File: src/rtl/adder_fu_arbiter_pkg.sv
// Shared state type, default parameters and index-width helper
// for the adder FU arbiter and its round-robin sub-block.
package adder_fu_arb_pkg;

   typedef enum logic [1:0] {
      IDLE,
      EXEC,
      RESP
   } arb_state_t;

   localparam int DEF_WIDTH   = 16;
   localparam int DEF_NREQ    = 4;
   localparam int DEF_TIMEOUT = 8;

   function automatic int idx_w(input int n);
      return (n > 1) ? $clog2(n) : 1;
   endfunction

endpackage

File: src/rtl/adder_fu_arbiter_rr_arbiter.sv
// Combinational round-robin picker: search starts one past last_grant.
// Ports: req (NREQ), last_grant (idx) -> gnt (one-hot), gnt_idx, any.
module rr_arbiter
   import adder_fu_arb_pkg::*;
#(
   parameter int NREQ = DEF_NREQ
) (
   input  logic [NREQ-1:0]         req,
   input  logic [idx_w(NREQ)-1:0]  last_grant,
   output logic [NREQ-1:0]         gnt,
   output logic [idx_w(NREQ)-1:0]  gnt_idx,
   output logic                    any
);

   localparam int IW = idx_w(NREQ);

   logic          found;
   logic [IW-1:0] cand;

   always_comb begin
      gnt     = '0;
      gnt_idx = '0;
      found   = 1'b0;
      cand    = '0;
      for (int k = 1; k <= NREQ; k++) begin
         cand = IW'((int'(last_grant) + k) % NREQ);
         if (!found && req[cand]) begin
            found     = 1'b1;
            gnt[cand] = 1'b1;
            gnt_idx   = cand;
         end
      end
   end

   assign any = |req;

endmodule

File: src/rtl/adder_fu_arbiter.sv
// Shares one half_adder FU among NREQ requesters: round-robin accept,
// drive FU while in flight, return sum/carry on a valid/ready channel.
// Ports: clk, reset (async high); req_valid/req_ready/req_a/req_b;
// rsp_valid/rsp_ready/rsp_c/rsp_carry/rsp_err; fu_a/fu_b/fu_on_off;
// fu_c/fu_carry_out/fu_ack; busy.
// Optional macro ADDER_FU_ARB_TIMEOUT_EN: abort EXEC after TIMEOUT
// cycles without fu_ack and respond with rsp_err=1, zero result.
module adder_fu_arbiter
   import adder_fu_arb_pkg::*;
#(
   parameter int WIDTH   = DEF_WIDTH,
   parameter int NREQ    = DEF_NREQ,
   parameter int TIMEOUT = DEF_TIMEOUT
) (
   input  logic                  clk,
   input  logic                  reset,
   input  logic [NREQ-1:0]       req_valid,
   output logic [NREQ-1:0]       req_ready,
   input  logic [NREQ*WIDTH-1:0] req_a,
   input  logic [NREQ*WIDTH-1:0] req_b,
   output logic [NREQ-1:0]       rsp_valid,
   input  logic [NREQ-1:0]       rsp_ready,
   output logic [WIDTH-1:0]      rsp_c,
   output logic                  rsp_carry,
   output logic                  rsp_err,
   output logic [WIDTH-1:0]      fu_a,
   output logic [WIDTH-1:0]      fu_b,
   output logic                  fu_on_off,
   input  logic [WIDTH-1:0]      fu_c,
   input  logic                  fu_carry_out,
   input  logic                  fu_ack,
   output logic                  busy
);

   localparam int IW = idx_w(NREQ);

   arb_state_t state, state_d;

   logic [NREQ-1:0]  gnt;
   logic [IW-1:0]    gnt_idx;
   logic [IW-1:0]    g_q;
   logic [IW-1:0]    last_grant;
   logic             any;
   logic             accept;
   logic             done;
   logic             tmo;
   logic [WIDTH-1:0] a_q;
   logic [WIDTH-1:0] b_q;
   logic [WIDTH-1:0] c_q;
   logic             carry_q;
   logic             err_q;

   rr_arbiter #(
      .NREQ(NREQ)
   ) u_rr (
      .req       (req_valid),
      .last_grant(last_grant),
      .gnt       (gnt),
      .gnt_idx   (gnt_idx),
      .any       (any)
   );

   always_ff @(posedge clk or posedge reset) begin
      if (reset) state <= IDLE;
      else       state <= state_d;
   end

   always_comb begin
      state_d   = state;
      accept    = 1'b0;
      done      = 1'b0;
      req_ready = '0;
      rsp_valid = '0;
      fu_on_off = 1'b0;
      unique case (state)
         IDLE: begin
            // gnt only ever selects a valid bit, so any=handshake
            req_ready = gnt;
            if (any) begin
               accept  = 1'b1;
               state_d = EXEC;
            end
         end
         EXEC: begin
            fu_on_off = 1'b1;
            if (fu_ack || tmo) state_d = RESP;
         end
         RESP: begin
            rsp_valid[g_q] = 1'b1;
            if (rsp_ready[g_q]) begin
               done    = 1'b1;
               state_d = IDLE;
            end
         end
         default: state_d = IDLE;
      endcase
   end

   always_ff @(posedge clk or posedge reset) begin
      if (reset) begin
         a_q        <= '0;
         b_q        <= '0;
         g_q        <= '0;
         last_grant <= IW'(NREQ - 1);
         c_q        <= '0;
         carry_q    <= 1'b0;
      end else begin
         if (accept) begin
            a_q        <= req_a[int'(gnt_idx)*WIDTH +: WIDTH];
            b_q        <= req_b[int'(gnt_idx)*WIDTH +: WIDTH];
            g_q        <= gnt_idx;
            last_grant <= gnt_idx;
         end
         if (state == EXEC && fu_ack) begin
            c_q     <= fu_c;
            carry_q <= fu_carry_out;
         end else if (state == EXEC && tmo) begin
            c_q     <= '0;
            carry_q <= 1'b0;
         end
      end
   end

`ifdef ADDER_FU_ARB_TIMEOUT_EN
   localparam int CW = $clog2(TIMEOUT + 1);

   logic [CW-1:0] cnt;

   always_ff @(posedge clk or posedge reset) begin
      if (reset)              cnt <= '0;
      else if (accept)        cnt <= '0;
      else if (state == EXEC) cnt <= cnt + CW'(1);
   end

   // ack wins in the final allowed cycle
   assign tmo = !fu_ack && (cnt == CW'(TIMEOUT - 1));

   always_ff @(posedge clk or posedge reset) begin
      if (reset)                      err_q <= 1'b0;
      else if (state == EXEC && tmo)  err_q <= 1'b1;
      else if (done)                  err_q <= 1'b0;
   end
`else
   logic unused_tmo;
   assign unused_tmo = (TIMEOUT == 0);
   assign tmo        = 1'b0;
   assign err_q      = 1'b0;
`endif

   assign fu_a      = a_q;
   assign fu_b      = b_q;
   assign rsp_c     = c_q;
   assign rsp_carry = carry_q;
   assign rsp_err   = err_q;
   assign busy      = (state != IDLE);

endmodule

File: config.mk
export PLATFORM = sky130hd
export DESIGN_NAME = adder_fu_arbiter
export DESIGN_NICKNAME = d
export VERILOG_FILES = /design/src/rtl/adder_fu_arbiter_pkg.sv /design/src/rtl/adder_fu_arbiter_rr_arbiter.sv /design/src/rtl/adder_fu_arbiter.sv
export SDC_FILE = /design/constraint.sdc
export NUM_CORES = 1
export LEC_CHECK = 0
export BUFFER_PORTS_ARGS = -buffer_cell sky130_fd_sc_hd__buf_2
export CAP_MARGIN = 20
export CORE_ASPECT_RATIO = 0.75
export CORE_MARGIN = 3
export CORE_UTILIZATION = 30
export CTS_CLUSTER_SIZE = 20
export DETAILED_ROUTE_END_ITERATION = 16
export PLACE_DENSITY_LB_ADDON = 0.05
export SYNTH_ARGS = -nofsm -noshare
export SYNTH_HDL_FRONTEND = slang
export SYNTH_SLANG_ARGS = --single-unit
File: constraint.sdc
create_clock -name clk -period 4.1 [get_ports clk]
set_clock_uncertainty 0.15 [all_clocks]
set_input_delay 0.41 -clock clk [delete_from_list [all_inputs] [get_ports clk]]
set_output_delay 0.41 -clock clk [all_outputs]
set_load 0.1 [all_outputs]
# Word-level counts from Yosys, hierarchy flattened
# Cells that the tools add are included.
dict set report totals {
  ff_bits 55
  input_bits 156
  output_inout_bits 60
  word_cells 87
}
dict set report classes {
  add_sub_neg 4
  n_lt_le_gt_ge 10
  eq_ne 5
  shift 2
  mux 40
  bitwise_logic 3
  reduce_logical 16
}
# op count
set ops {}
lappend ops {{64-bit by 7-bit variable part select with 16-bit output} 2}
lappend ops {{4-bit 2-to-1 mux} 6}
lappend ops {{1-bit 2-to-1 mux} 16}
lappend ops {{2-bit by 3-bit less-than comparator with 1-bit output, second input constant} 5}
lappend ops {{2-bit 2-to-1 mux} 7}
lappend ops {{4-bit bitwise OR} 3}
lappend ops {{1-bit binary-select mux with 2-bit select} 5}
lappend ops {{1-bit demux with 2-bit select} 5}
lappend ops {{2-bit by 1-bit greater-or-equal comparator with 1-bit output, second input constant} 5}
lappend ops {{1-bit logical AND} 9}
lappend ops {{2-bit inequality test, second input constant} 3}
lappend ops {{2-bit case mux with 3 select lines} 1}
lappend ops {{2-bit by 1-bit adder with 2-bit output, second input constant} 2}
lappend ops {{2-bit adder, second input constant} 2}
lappend ops {{4-bit OR reduction} 1}
lappend ops {{1-bit logical NOT} 3}
lappend ops {{3-bit AND reduction} 1}
lappend ops {{2-bit by 1-bit == test with 1-bit output, second input constant} 1}
lappend ops {{2-bit == test, second input constant} 1}
lappend ops {{2-bit logical NOT} 1}
lappend ops {{2-bit nonzero test} 1}

# Longest topological paths before layout
dict set report logic_depth {
  depth_word 14
  mapped_depth 13
  ltp_nobuf 8
}

# By module
# Synthesis repeated with hierarchy kept, for this count alone.
dict set report unflattened {
  cells_unflattened 245
  area_unflattened_um2 3589.7
}
# mod instances cells_per_inst area_per_inst_um2 seq_area_each_um2
set by_module_without_submodules {}
lappend by_module_without_submodules {adder_fu_arbiter 1 175 3049.2 1378.8}
lappend by_module_without_submodules {rr_arbiter 1 70 540.5 0.0}

# Worst setup path after synthesis
# OpenSTA, ideal clock, no wires.
dict set report synth_path {
  path_type {register -> output}
  from {reg last_grant[0]}
  to {out req_ready[0]}
  t_arrival_ns 3.447
  required_ns 3.540
  setup_slack_ns 0.093
  path_stages_with_launch 12
  n_path_buf 3
  cell_sequence {dfstp_2 buf_2 inv_1 ha_1 buf_6 mux4_2 nor2b_1 buf_6 a22oi_1 nor2_1 a221oi_1 nor2_1}
}
dict set report synth_between {
  elab_chain_cells 14
  word_cells_on_any_way 49
  classes_between {add/sub (4); order compare (8); mux (24); bitwise (3); reduce/logical (10)}
}
# element line_no
set synth_rtl {}
lappend synth_rtl {{start, declared} adder_fu_arbiter.sv:42} ;# logic [IW-1:0] last_grant;
lappend synth_rtl {{start signal, assigned} adder_fu_arbiter.sv:104} ;# last_grant <= IW'(NREQ - 1);
lappend synth_rtl {{start signal, assigned} adder_fu_arbiter.sv:112} ;# last_grant <= gnt_idx;
lappend synth_rtl {{parallel branches: the longest is 12 deep, another holds 2-bit by 3-bit less-than comparator with 1-bit output} n/a}
lappend synth_rtl {{4-bit 2-to-1 mux (*)} adder_fu_arbiter_rr_arbiter.sv:27} ;# if (!found && req[cand]) begin
lappend synth_rtl {{4-bit 2-to-1 mux (*)} adder_fu_arbiter.sv:75} ;# unique case (state)
lappend synth_rtl {{end, declared} adder_fu_arbiter.sv:18} ;# output logic [NREQ-1:0] req_ready,
# Every way passes the cells marked *. The select of a mux whose other input is x is not followed.

# Final worst setup path
dict set report layout_path {
  from {reg last_grant[1]}
  to {out req_ready[1]}
}
# Same word-level chain as after synthesis.

==> summary.md <==
| Metric | Value |
|---|---|
| Routability cong. | `a little under 0.8` |
| Fin crit share | `between 90% and 100%` |
| Antenna cells | `0` |
| Pre-CTS setup slack | `roughly 0.59 ns` |
| Slew headroom | `47.9%` |
| Postcts setup bufs | `0` |
| Mapped Cells | `between 300 and 400` |
| Hold slack | `-0.0169 ns` |
| Overflow after GRT | `0` |
| Least-Margin Pin Slew | `0.779 ns` |
| WS Path Type | `reg -> out` |
| Die Height | `around 100 um` |
| Pre-antenna DRT Iters | `4` |
| Post-synth ARST share | `100%` |
| Post-CTS Resized | `0` |
| ANT nets after route | `0` |
| DRC viols | `0` |
| Crit Path Max Fanout | `12` |
| CTS tree | `done` |
| Synth top area share | `between 30 and 40%` |
| Crit end category | `primary output` |
| Most used DFF post-synth | `dfrtp_1` |
| Synth Area in Compound Gates | `around 17%` |
| Most common cell in the netlist | `mux2i_1` |
| Vias in the first global route | `3247` |
| Initial Util | `a little under a third` |
| Setup Total Neg Slack | `0 ns` |
| Root Buffer | `clkbuf_16` |
| IO Count | `roughly 220` |
| Layout cell share with drive strength beyond 1 | `roughly 56%` |
| Combinational family with the most area after synthesis | `multiplexers` |
| Slowest-stage cell, CP | `dfstp_2` |
| HPWL Detailed | `~8400 um` |
| Proportion of synthesized area in mux cells | `26.2%` |
| CP Data Arrival Time | `roughly 3.2 ns` |
| DR vias | `3299` |
| Netlist cell types | `between 40 and 50` |
| Buf+Inv Stages, Crit Path | `2` |
| Slew Limit Fails | `0` |
| Die width | `~130 um` |
| Synth Warn # | `0` |
| Inserted Clock Buffers | `5` |
| Wire per inst | `~16 um` |
| Maximum buffer depth of the clock tree | `2` |
| Row Count | `34` |
| Post-synthesis sequential area ratio | `between 30% and 40%` |
| Total GRT Usage | `between 10% and 20%` |
| Post-synth EDFFs | `0` |
| Endpoints failing hold | `10` |
| Initial antenna violation count | `0` |
| Clock slew at reported path FFs | `0.08 ns` |
| Die area | `~13000 sq um` |
| Simple-gate share of the synthesized area | `between 10% and 20%` |
| Number of vias per cell | `a little under 5` |
| Port buffer count | `about 210` |
| Critical Path RT | `3.54 ns` |
| Max frequency | `266 MHz` |
| RSZ-0062 raised after global routing | `no` |
| Pin count of the biggest net entering global routing | `34` |
| Clk sink count | `55` |
| Slowest stage delay, CP | `between 0.6 and 0.7 ns` |
| Mean area per synthesized cell | `about 11 sq um` |
| Synthesis-to-layout area growth | `38.7%` |
| Detailed Route WL | `10700 um` |
| Outcome | `finished, violations left` |
| Nature of the critical path startpoint | `flip-flop` |
| Synth Cell Area | `approximately 3600 sq um` |
| Iteration-0 DRC Markers | `about 180` |
| Setup violators final | `0` |
| Yosys reg bits | `55` |
| Core ar. | `11700 sq um` |
| Post-route minimum period | `roughly 3.8 ns` |
| Fin worst setup slack | `between 0.3 and 0.4 ns` |
| Synth area leader | `dfrtp_1` |
| Worst-Skew Late Latency | `between 0.2 and 0.3 ns` |
| Crit-path leading delay family | `flip-flops` |
| H-tree lvl count | `2` |
| Area contributors post-synth | `dfrtp_1 36%, mux2i_1 18%, o221ai_2 12%` |
| Max cap viols | `0` |
| Final Net Count | `686` |
| XOR/XNOR Fraction of Synth Area | `0.241%` |
| Worst path cell trace | `inv_1, ha_1, mux4_2, nor2b_1, a22oi_1, nor2_1, a221oi_1, nor2_1, buf_2` |
| Synth top cells by count | `66 x mux2i_1, 53 x dfrtp_1, 43 x nand2_1` |
| Failing checks | `hold timing` |
| Hold WC Path Type | `in -> async` |
| Post-Syn Nets | `just under 500` |
| CTS Hold Buffers Added | `0` |
| Global-route wire length before repair | `~17000 um` |
| Critical Path Most Common Cell | `nor2_1` |
| Post-synthesis adder-cell area fraction | `approximately 2.8%` |
final timing paths:
kind / start / end / slack (ns) / depth (start not counted)
hold reg to reg: fu_b[8]$_DFFE_PP0P_ / fu_b[8]$_DFFE_PP0P_ / 0.34 / 2
max in group asynchronous: reset / last_grant[0]$_DFFE_PP1P_ / 2.95 / 3
hold / removal: reset / fu_b[11]$_DFFE_PP0P_ / -0.02 / 2
min in group clk: fu_ack / state[0]$_DFFE_PP0P_ / 0.18 / 2
setup / recovery: last_grant[1]$_DFFE_PP1P_ / req_ready[1] / 0.34 / 9
setup reg to reg: last_grant[1]$_DFFE_PP1P_ / fu_b[3]$_DFFE_PP0P_ / 0.60 / 9
sequential cells by signal, summed over array words and instances, names as in the netlist:
register / flops
state: 2
last_grant: 2
fu_b: 16
rsp_c: 16
g_q: 2
fu_a: 16
rsp_carry: 1
routing by layer:
layer  share of wire [%]  up-vias  routed length (um)  GRT usage [%]
li1                    -     1595                   -              -
met1                  43     1542                4630           20.2
met2                  47      153                4980           24.7
met3                 8.9        9                 948           4.42
met4                0.96        0                 102           2.77
met5                   0        -                   0              0
final cells by class:
type                       count  area (sq um)
inverter                       5          18.8
sequential                    55          1380
clock buffer                   5           125
fill                        1141          6660
multi-input combinational    232          2070
tap                          162           203
clock inverter                 3          46.3
timing repair buffer         223          1200
worst register-to-register path, stage by stage (launching register included):
cell,delay (ns)
dfstp_2,0.66
inv_1,0.16
ha_1,0.49
mux4_2,0.56
nor2b_1,0.21
o21a_1,0.13
o41ai_2,0.42
or2_2,0.21
buf_4,0.24
o221ai_2,0.14
through the flow:
step	instance area [sq um]	util [%]	cells	hold WS [ns]
after global placement	4870	41.6	677	0.318
after CTS	5040	43.1	685	0.00396
final	5040	43.1	685	-0.0169
after global routing	5040	43.1	685	0.0271
after detailed placement	4870	41.6	677	0.316
after floorplan	3640	-	321	0.361
layout by cell type (no fill, tap or decap), types with 3 or more instances in the layout:
cell type,instances
a221oi_1,4
a22oi_1,4
buf_12,5
buf_2,214
buf_4,4
clkbuf_16,5
dfrtp_1,53
ha_1,8
inv_1,4
mux2_2,18
mux2i_1,66
mux4_2,4
nand2_1,43
nand2b_1,4
nor2_1,16
o21ai_0,3
o221ai_1,4
o221ai_2,28
logic make-up after synthesis:
kind of cell,after synthesis
muxes,88
other,1
xor gates and xnor gates,1
adders and majority gates,8
and+or+nand+nor,81
AOI/OAI and AO/OA,53
buffers and inverters,34
DFF,55
Power is not shown: default switching activity piles up to over one toggle a cycle in this logic, so the estimate is an artifact.
